==> src/rtl/whack_detector.sv <==
// rtl/whack_detector.sv - hammer strike detector with hit/miss classification and saturating scores
//
// Purpose: synchronises per-hole hammer switches, turns switch edges into
// strikes, classifies each strike against the mole mask and keeps saturating
// hit/miss scores.
//
// Ports:
//   clock_i      - system clock, rising edge
//   reset_i      - asynchronous reset, active-low
//   enable_i     - game active; strikes only score while high
//   clear_i      - synchronous clear of both scores (wins over increments)
//   mole_i       - per-hole mole-up mask, synchronous to clock_i
//   hammer_i     - raw per-hole hammer switch levels, asynchronous
//   whacked_o    - 1-cycle pulse, one or more hits this cycle
//   missed_o     - 1-cycle pulse, one or more misses this cycle
//   hit_vec_o    - 1-cycle per-hole hit flags
//   hit_count_o  - saturating hit score
//   miss_count_o - saturating miss score

module whack_detector #(
  parameter int NUM_HOLES   = 16,
  parameter int EDGE_MODE   = 0,
  parameter int SYNC_STAGES = 2,
  parameter int LOCKOUT_CYC = 0,
  parameter int SCORE_W     = 8
) (
  input  logic                 clock_i,
  input  logic                 reset_i,
  input  logic                 enable_i,
  input  logic                 clear_i,
  input  logic [NUM_HOLES-1:0] mole_i,
  input  logic [NUM_HOLES-1:0] hammer_i,
  output logic                 whacked_o,
  output logic                 missed_o,
  output logic [NUM_HOLES-1:0] hit_vec_o,
  output logic [SCORE_W-1:0]   hit_count_o,
  output logic [SCORE_W-1:0]   miss_count_o
);

  localparam int WW = $clog2(SYNC_STAGES + 2);
  localparam int LW = (LOCKOUT_CYC > 0) ? $clog2(LOCKOUT_CYC + 1) : 1;
  localparam int PW = $clog2(NUM_HOLES + 1);
  localparam int SW = ((SCORE_W > PW) ? SCORE_W : PW) + 1;

  localparam logic [WW-1:0]      WARM_LOAD = WW'(SYNC_STAGES + 1);
  localparam logic [LW-1:0]      LOCK_LOAD = LW'(LOCKOUT_CYC);
  localparam logic [SCORE_W-1:0] SCORE_MAX = '1;

  logic [SYNC_STAGES-1:0][NUM_HOLES-1:0] sync;
  logic [NUM_HOLES-1:0]                 s;
  logic [NUM_HOLES-1:0]                 prev;
  logic [WW-1:0]                        warm;
  logic [NUM_HOLES-1:0][LW-1:0]         lock;

  logic [NUM_HOLES-1:0] strike;
  logic [NUM_HOLES-1:0] lock_free;
  logic [NUM_HOLES-1:0] qual;
  logic [NUM_HOLES-1:0] hit;
  logic [NUM_HOLES-1:0] miss;
  logic [PW-1:0]        hit_pop;
  logic [PW-1:0]        miss_pop;
  logic [SW-1:0]        hit_sum;
  logic [SW-1:0]        miss_sum;
  logic [SCORE_W-1:0]   hit_next;
  logic [SCORE_W-1:0]   miss_next;

  assign s = sync[SYNC_STAGES-1];

  // Synchroniser chain and previous-level register. prev follows s every
  // cycle so edges seen while disabled, locked out or warming up are consumed.
  always_ff @(posedge clock_i or negedge reset_i) begin
    if (!reset_i) begin
      sync <= '0;
      prev <= '0;
    end else begin
      sync[0] <= hammer_i;
      for (int i = 1; i < SYNC_STAGES; i++) begin
        sync[i] <= sync[i-1];
      end
      prev <= s;
    end
  end

  // Warm-up covers the cycles in which a switch held through reset is still
  // propagating through the chain; its apparent edge must not score.
  always_ff @(posedge clock_i or negedge reset_i) begin
    if (!reset_i) begin
      warm <= WARM_LOAD;
    end else if (warm != '0) begin
      warm <= warm - WW'(1);
    end
  end

  // Per-hole lockout: only a qualified strike reloads; ignored strikes do not.
  always_ff @(posedge clock_i or negedge reset_i) begin
    if (!reset_i) begin
      lock <= '0;
    end else begin
      for (int i = 0; i < NUM_HOLES; i++) begin
        if (qual[i]) begin
          lock[i] <= LOCK_LOAD;
        end else if (lock[i] != '0) begin
          lock[i] <= lock[i] - LW'(1);
        end
      end
    end
  end

  always_comb begin
    strike = (EDGE_MODE == 0) ? (s ^ prev) : (s & ~prev);
    for (int i = 0; i < NUM_HOLES; i++) begin
      lock_free[i] = (lock[i] == '0);
    end
    qual = (enable_i && (warm == '0)) ? (strike & lock_free) : '0;
    hit  = qual & mole_i;
    miss = qual & ~mole_i;

    hit_pop  = '0;
    miss_pop = '0;
    for (int i = 0; i < NUM_HOLES; i++) begin
      hit_pop  = hit_pop + PW'(hit[i]);
      miss_pop = miss_pop + PW'(miss[i]);
    end

    // Sums are one bit wider than either operand so saturation is exact.
    hit_sum   = SW'(hit_count_o) + SW'(hit_pop);
    miss_sum  = SW'(miss_count_o) + SW'(miss_pop);
    hit_next  = (hit_sum > SW'(SCORE_MAX)) ? SCORE_MAX : hit_sum[SCORE_W-1:0];
    miss_next = (miss_sum > SW'(SCORE_MAX)) ? SCORE_MAX : miss_sum[SCORE_W-1:0];
  end

  always_ff @(posedge clock_i or negedge reset_i) begin
    if (!reset_i) begin
      whacked_o    <= 1'b0;
      missed_o     <= 1'b0;
      hit_vec_o    <= '0;
      hit_count_o  <= '0;
      miss_count_o <= '0;
    end else begin
      whacked_o <= |hit;
      missed_o  <= |miss;
      hit_vec_o <= hit;
      if (clear_i) begin
        hit_count_o  <= '0;
        miss_count_o <= '0;
      end else begin
        hit_count_o  <= hit_next;
        miss_count_o <= miss_next;
      end
    end
  end

endmodule

==> config.mk <==
export PLATFORM = sky130hd
export DESIGN_NAME = whack_detector
export DESIGN_NICKNAME = d
export VERILOG_FILES = /design/src/rtl/whack_detector.sv
export SDC_FILE = /design/constraint.sdc
export NUM_CORES = 1
export LEC_CHECK = 0
export CAP_MARGIN = 20
export CORE_MARGIN = 1
export CORE_UTILIZATION = 25
export DETAILED_ROUTE_END_ITERATION = 8
export PLACE_DENSITY = 0.44
export SKIP_CTS_REPAIR_TIMING = 1
export SYNTH_ARGS = -nofsm -noshare
export SYNTH_HDL_FRONTEND = slang
export SYNTH_SLANG_ARGS = --single-unit
==> constraint.sdc <==
create_clock -name clock_i -period 6.8 [get_ports clock_i]
set_input_delay 2.04 -clock clock_i [delete_from_list [all_inputs] [get_ports clock_i]]
set_output_delay 2.04 -clock clock_i [all_outputs]
set_load 0.05 [all_outputs]
Yosys cells after proc, flatten, opt, wreduce, memory -nomap -nowiden. Cells that the tools add are included.

Add/sub/neg operators: 49. Mux-type cells: 37. Bitwise gates (word level): 21. Reductions and logical operators: 5. Order comparisons: 2.

Operators by type and width (number): 5-bit by 1-bit adder with 5-bit output (22); 16-bit AND (3); 1-bit two-way mux (32); 8-bit two-way mux (4); 16-bit OR reduction (2); 8-bit by 5-bit adder with 9-bit output (2); 9-bit by 8-bit > comparator with 1-bit output, second input constant (2); 16-bit two-way mux (1); 1-bit NOT (16); 16-bit NOT (1); 1-bit subtractor, second input constant (16); 16-bit bitwise XOR (1); 4-bit by 1-bit adder with 5-bit output (2); 3-bit by 1-bit adder with 4-bit output (2); 2-bit by 1-bit adder with 3-bit output (2); 1-bit by 1-bit adder with 2-bit output (2); 2-bit zero test (1); 2-bit nonzero test (1); 2-bit by 1-bit subtractor with 2-bit output, second input constant (1); 1-bit logical AND (1).

Logic and storage cells: 139. Bits of input ports: 36. Register bits after elaboration: 100. Output and inout bits: 34.

Longest topological paths before layout. Gate-level depths: netlist (run 1).

Depth in word-level cells: 23. Mapped depth: 20. Mapped depth without buffers: 18.

Worst setup path after synthesis (run 1). OpenSTA, ideal clock, no wires.

Path kind: input to register. Start: input enable_i. End: register miss_count_o[4]. Stages on the path: 18. Slack: 420 ps. Required time: 6660 ps. Setup time: 140 ps. Path buffers: 2. Data arrival time: 6240 ps. Cells stage by stage: nand2_2 > buf_6 > buf_6 > nor3_1 > inv_1 > fa_1 > inv_1 > fa_1 > inv_1 > fa_1 > inv_1 > fa_1 > fa_1 > fa_1 > nand3_1 > a21oi_1 > o211ai_1 > o31ai_1.

Cells in the longest elaborated chain, start to end: 22.

RTL lines: start: declaration (line 29) `input logic enable_i,`; 1-bit logical AND (*) (line 114) `qual = (enable_i && (warm == '0)) ? (strike & lock_free) : '0;`; 16-bit two-way mux (*) (line 114); 16-bit AND (*) (line 116) `miss = qual & ~mole_i;`; 1-bit by 1-bit adder with 2-bit output (line 122) `miss_pop = miss_pop + PW'(miss[i]);`; 2-bit by 1-bit adder with 3-bit output (line 122); 3-bit by 1-bit adder with 4-bit output (line 122); 4-bit by 1-bit adder with 5-bit output (line 122); 5-bit by 1-bit adder with 5-bit output (10 in a row) (line 122); 5-bit by 1-bit adder with 5-bit output (*) (line 122); 8-bit by 5-bit adder with 9-bit output (*) (line 127) `miss_sum = SW'(miss_count_o) + SW'(miss_pop);`; 9-bit by 8-bit > comparator with 1-bit output (line 129) `miss_next = (miss_sum > SW'(SCORE_MAX)) ? SCORE_MAX : miss_sum[SCORE_W-1:0];`; 8-bit two-way mux (*) (line 129); 8-bit two-way mux (*) (line 143) `if (clear_i) begin`; end signal: assignment (line 148) `miss_count_o <= miss_next;`; end: declaration (line 37) `output logic [SCORE_W-1:0] miss_count_o`.

Every way passes the cells marked *; elsewhere a longest branch is shown, timed or not. A chain may end at the register's enable or synchronous reset.

Worst setup path after layout (run 1). Ends and elaborated chain as after synthesis.

==> results of run 1 <==
metrics by stage:
step           cell area [µm²]  hold slack, ns  TNS, ns
5_1_grt                   5400           0.355        0
3_3_place_gp              5050           0.334    -1.36
2_1_floorplan             4010           0.331        0
4_1_cts                   5340           0.350        0
6_report                  5400           0.348        0
3_5_place_dp              5050           0.335    -2.24
metal layers:
| layer | share of wire | track usage | wire length (µm) |
|---|---|---|---|
| met4 | 0.022 | 0.0623 | 189 |
| met1 | 0.46 | 0.162 | 4020 |
| met5 | 0 | 0 | 0 |
| met3 | 0.049 | 0.0295 | 428 |
| met2 | 0.47 | 0.174 | 4080 |
cells by family (layout without fill, tap and decap cells):
family,count (synthesis),count (layout),share of synthesized area
compound gates,39,39,0.0643
fa+ha+maj,41,41,0.173
buf+inv,61,158,0.0621
flops,84,84,0.525
simple gates,69,69,0.130
xor+xnor,21,21,0.0459
power groups by stage:
stage,clock (µW),sequential [µW],combinational (µW)
4_1_cts,495,567,548
6_report,476,566,542
3_3_place_gp,0,577,543
5_1_grt,516,570,613
3_5_place_dp,0,577,540
2_1_floorplan,0,658,287
registers in the layout, indices dropped and copies added, names as in the netlist:
signal and cells:
hit_vec_o 16, s 16, sync 16, hit_count_o 8, missed_o 1, miss_count_o 8
prev 16, warm 2, whacked_o 1
final cells by class:
| class | instances | area (µm²) |
|---|---|---|
| Fill cell | 1535 | 10000 |
| Sequential cell | 84 | 2100 |
| Multi-Input combinational cell | 170 | 1680 |
| Timing Repair Buffer | 87 | 843 |
| Tap cell | 211 | 264 |
| Clock buffer | 11 | 253 |
| Inverter | 55 | 206 |
| Clock inverter | 5 | 42.5 |
cells in the mapped netlist, types with 2 or more instances:
cell,instances,share of area
dfrtp_1,82,0.51
inv_1,55,0.051
fa_1,24,0.12
xnor2_1,20,0.044
ha_1,17,0.053
nor3b_2,14,0.044
nor3_1,13,0.016
a21oi_1,8,0.010
nand3_1,6,0.0075
o21ai_0,6,0.0075
o21ai_1,6,0.0075
nor4_1,5,0.0078
nor2_1,4,0.0037
o211ai_1,4,0.0075
and3b_1,3,0.0066
nand2_1,3,0.0028
or3_2,3,0.0056
a311oi_1,2,0.0044
buf_6,2,0.0056
dfstp_2,2,0.013
nand4_1,2,0.0031
nand4b_1,2,0.0044
nor3b_1,2,0.0037
o21a_1,2,0.0037
o31ai_1,2,0.0037
or3_1,2,0.0031
or3_4,2,0.0056
path summary, 6_finish.rpt:
path	from	end	slack, ns	cells after the start
min in group asynchronous	reset_i	hit_count_o[7]	1.64	1
worst max-delay path	enable_i	miss_count_o[4]	0.27	14
worst min-delay path	sync[9]	s[9]	0.35	0
worst max register to register	warm[0]	miss_count_o[4]	1.71	17
worst min register to register	sync[9]	s[9]	0.35	0
max in group asynchronous	reset_i	hit_vec_o[6]	4.57	2
worst max-delay path, stage by stage:
cell             delay (ns)
clkdlybuf4s50_1        0.52
nand2_4                0.10
or3_2                  0.49
fa_1                   0.55
fa_1                   0.46
fa_1                   0.55
inv_1                  0.06
fa_1                   0.51
fa_2                   0.41
fa_2                   0.36
nand3_1                0.13
a21oi_2                0.09
o211ai_1               0.33
o31ai_1                0.13
==> summary.txt, run 1 <==
Synth
  • Post-Syn Nets: 392
  • EDFF count, synth: 0
  • Synthesis Warnings: 0
  • Unique masters post-synth: 49
  • Syn avg cell area: 12.7 µm²
  • Cell count after synthesis: 315
  • Synthesized flop and latch total: 84
  • Top FF cell, synth: dfrtp_1
  • Ys async rst share: 1.00
  • Sequential-to-total area share from yosys stat: 0.525
  • Syn Std Cell Area: 4010 µm²

Die
  • Die Area: 16500 µm²
  • Initial Util: 0.260
  • Core Area: 15400 µm²
  • Die X-Extent: 129 µm
  • Die height: 129 µm
  • # IOs: 70
  • # rows: 45

Placed design
  • Placer Congestion: 0.815
  • Post-DP HPWL: 6.93 mm
  • Inst Count DP: 606
  • Dpl ws: -0.254 ns
  • Port Buffers: 69

Global routing
  • Initial antenna violation count: 0
  • Overflow after GRT: 0
  • Vias in the first global route: 2623
  • First-pass GRT wire length: 14.2 mm
  • Largest net degree at the start of global routing: 85
  • GRT Util Overall: 0.119

Final layout
  • Final Net Count: 484
  • Most frequent cells in the layout: 82 x dfrtp_1, 68 x clkdlybuf4s50_1, 55 x inv_1
  • Area Overhead vs Synth: 34.6%
  • Fraction of final layout cells sized beyond drive strength 1: 0.155
  • Fin util: 0.350
  • # diodes: 0
  • Commonest non-fill, non-tap cell in the layout: dfrtp_1
  • Layout Cells excl Fill: 623

Clock network
  • CTS tree: done
  • Clk root buf: clkbuf_16
  • Cts bufs inserted: 9
  • Clock transition at the registers of the reported paths: 0.06 ns
  • H-tree levels: 3
  • CTS Sinks: 84
  • Later-pin clock latency in the skew report: 0.35 ns
  • Clk buf depth: 2

Worst setup path
  • Critical Path AT: 6.73 ns
  • Req. time, crit path: 7.00 ns
  • Crit Path Class: input pin to flop
  • CP Capture Type: flop
  • Critical path peak fanout: 8
  • CP Launch Type: input pin

Power
  • Leakage power: 0.00235 µW
  • Clock power frac: 0.301
  • Max IR drop VDD: 0.000120 V
  • Switch Pwr: 548 µW
  • Seq pwr share: 0.357
  • PwrDens: 293 nW/µm²
  • Int Power: 1040 µW
  • Net Sw Frac: 0.346
  • Final Power: 1580 µW
  • Combinational share of power: 0.342

Routing
  • Vias/cell: 4.06
  • DRT Pass-1 Iters: 4
  • Antenna Nets Post-Route: 0
  • DRT iter0 DRCs: 78
  • Via count: 2528
  • DRC errors left: 0
  • Routed wire length: 8.72 mm
  • WL/cell: 14.0 µm

STA
  • Slew Viols, Final: 0
  • Peak Freq: 0.153 GHz
  • Slew HR: 0.548
  • RSZ-0062 raised after global routing: false
  • Worst slew pin tran: 0.676 ns
  • Skew final: 0.00582 ns
  • Final setup violation count: 0
  • Final worst path period share: 0.960
  • Clock period minus worst slack: 6.53 ns
  • Final Hold Viols: 0
  • Final worst slack: 0.274 ns

Flow run
  • Max Cap Viol: 0

Hold path
  • HP Class: flop to flop

Status
  • Outcome: finished, final reports clean
Note: power is estimated with default switching activity, not from simulation.
==> inputs of run 2 (changes only) <==
CORE_UTILIZATION = 32   (was 25)
PLACE_DENSITY = 0.53   (was 0.44)
==> summary.txt, run 2 (synthesis gave the netlist of run 1 again) <==
STA
  • Slew Viols, Final: 0
  • Clock period minus worst slack: 6.58 ns
  • Peak Freq: 0.152 GHz
  • Slew HR: 0.585
  • Final Hold Viols: 0
  • Final setup violation count: 0
  • Final worst path period share: 0.968
  • Final worst slack: 0.220 ns
  • Worst slew pin tran: 0.621 ns
  • Skew final: 0.00511 ns
  • Hold_ws: 0.348 ns
  • RSZ-0062 raised after global routing: false

Worst setup path
  • Reg-to-reg endpoint: miss_count_o[4]
  • Req. time, crit path: 7.02 ns
  • RR Startpoint: warm[0]
  • Worst Setup SP: enable_i
  • Worst path max stage delay: 0.51 ns
  • Crit Path Class: input pin to flop
  • CP Launch Type: input pin
  • Slowest CP cell: fa_1
  • Crit-path most repeated cell: fa_1
  • R2R Setup Slk: 1.62 ns
  • Ordered cell list for the critical path: clkdlybuf4s50_1 > nand2_2 > buf_4 > nor3b_1 > fa_1 > inv_1 > fa_1 > fa_1 > fa_1 > fa_1 > inv_1 > fa_1 > a21o_1 > a2111o_1 > a21oi_1 > and3b_1
  • Critical path peak fanout: 14
  • CP Capture Type: flop
  • Critical Path AT: 6.80 ns
  • Worst setup path endpoint: hit_count_o[7]
  • R2r worst-path depth: 18

Clock network
  • Clock transition at the registers of the reported paths: 0.06 ns
  • Later-pin clock latency in the skew report: 0.34 ns
  • Clk buf depth: 2
  • Cts bufs inserted: 9
  • CTS tree: done
  • CTS Sinks: 84
  • Clk root buf: clkbuf_16
  • H-tree levels: 3

Routing
  • DRC errors left: 0
  • Routed wire length: 8.36 mm
  • Vias/cell: 4.46
  • WL/cell: 14.4 µm
  • DRT iter0 DRCs: 109
  • DRT Pass-1 Iters: 4
  • Antenna Nets Post-Route: 0
  • Via count: 2589

Final layout
  • Most frequent cells in the layout: 82 x dfrtp_1, 68 x clkdlybuf4s50_1, 55 x inv_1
  • Final Net Count: 484
  • Area Overhead vs Synth: 33.4%
  • Fin util: 0.441
  • Commonest non-fill, non-tap cell in the layout: dfrtp_1
  • Post-route cell area: 5350 µm²
  • Fraction of final layout cells sized beyond drive strength 1: 0.148
  • # diodes: 0

Power
  • Seq pwr share: 0.350
  • Leakage power: 0.00236 µW
  • Max IR drop VDD: 0.000111 V
  • Int Power: 1060 µW
  • Clock power frac: 0.317
  • Net Sw Frac: 0.347
  • Switch Pwr: 561 µW
  • Combinational share of power: 0.334
  • PwrDens: 302 nW/µm²

Placed design
  • Placed inst area: 4980 µm²
  • Placer Congestion: 0.801
  • Post-DP HPWL: 6.51 mm
  • Dpl ws: -0.275 ns
  • Port Buffers: 69

Global routing
  • Largest net degree at the start of global routing: 85
  • Initial antenna violation count: 0
  • Vias in the first global route: 2605
  • GRT Util Overall: 0.138
  • Overflow after GRT: 0
  • First-pass GRT wire length: 13.5 mm

Status
  • Outcome: finished, final reports clean

Die
  • Initial Util: 0.331
  • # rows: 40
  • Die height: 114 µm
  • # IOs: 70
  • Die X-Extent: 114 µm
  • Die Area: 13000 µm²
  • Core Area: 12100 µm²

Hold path
  • HP Class: flop to flop

Flow run
  • Max Cap Viol: 0
## run 2: cell count changes in the layout (fill, tap and decap cells not counted), sizes merged
cell,previous run,this run
bufinv,0,1
clkbuf,11,9
inv,58,60
clkinv,1,0
## run 2: layer usage
| metal | GRT usage | part of all wire |
|---|---|---|
| met5 | 0 | 0 |
| met4 | 0.0494 | 0.014 |
| met3 | 0.0313 | 0.047 |
| met2 | 0.208 | 0.47 |
| met1 | 0.195 | 0.47 |
## run 2: cell type report
cell class / instances / area (µm²)
clock inverters: 7 / 88.8
flip-flops and latches: 84 / 2100
repair buffers: 87 / 843
multi-input cells: 170 / 1670
clock buffers: 9 / 225
fillers: 1151 / 6770
inverters: 55 / 206
well taps: 168 / 210
## run 2: worst max-delay path: cells and delay by family
| family | cells | cell delay, ns |
|---|---|---|
| simple gates | 3 | 0.71 |
| compound gates | 3 | 0.74 |
| buf+inv | 4 | 0.84 |
| fa+ha+maj | 6 | 2.46 |
## run 2: worst min path at each step
stage,startpoint,endpoint,depth (start not counted)
2_1_floorplan,sync[0],s[0],0
3_3_place_gp,sync[10],s[10],0
3_5_place_dp,sync[12],s[12],0
4_1_cts,sync[12],s[12],0
5_1_grt,sync[12],s[12],0
6_report,sync[12],s[12],0
## run 2: through the flow
| step | setup TNS, ns | instances | total power (µW) |
|---|---|---|---|
| 3_3_place_gp | -0.818 | 562 | 1110 |
| 2_1_floorplan | 0 | 315 | 945 |
| 6_report | 0 | 580 | 1620 |
| 4_1_cts | 0 | 578 | 1640 |
| 5_1_grt | 0 | 580 | 1720 |
| 3_5_place_dp | -2.29 | 562 | 1110 |
## run 2: power groups by stage
stage	logic (µW)	clock network [µW]	registers, µW
CTS	543	528	567
finish	539	512	565
floorplan	287	0	658
global placement	534	0	575
global route	601	552	570
detailed placement	537	0	576
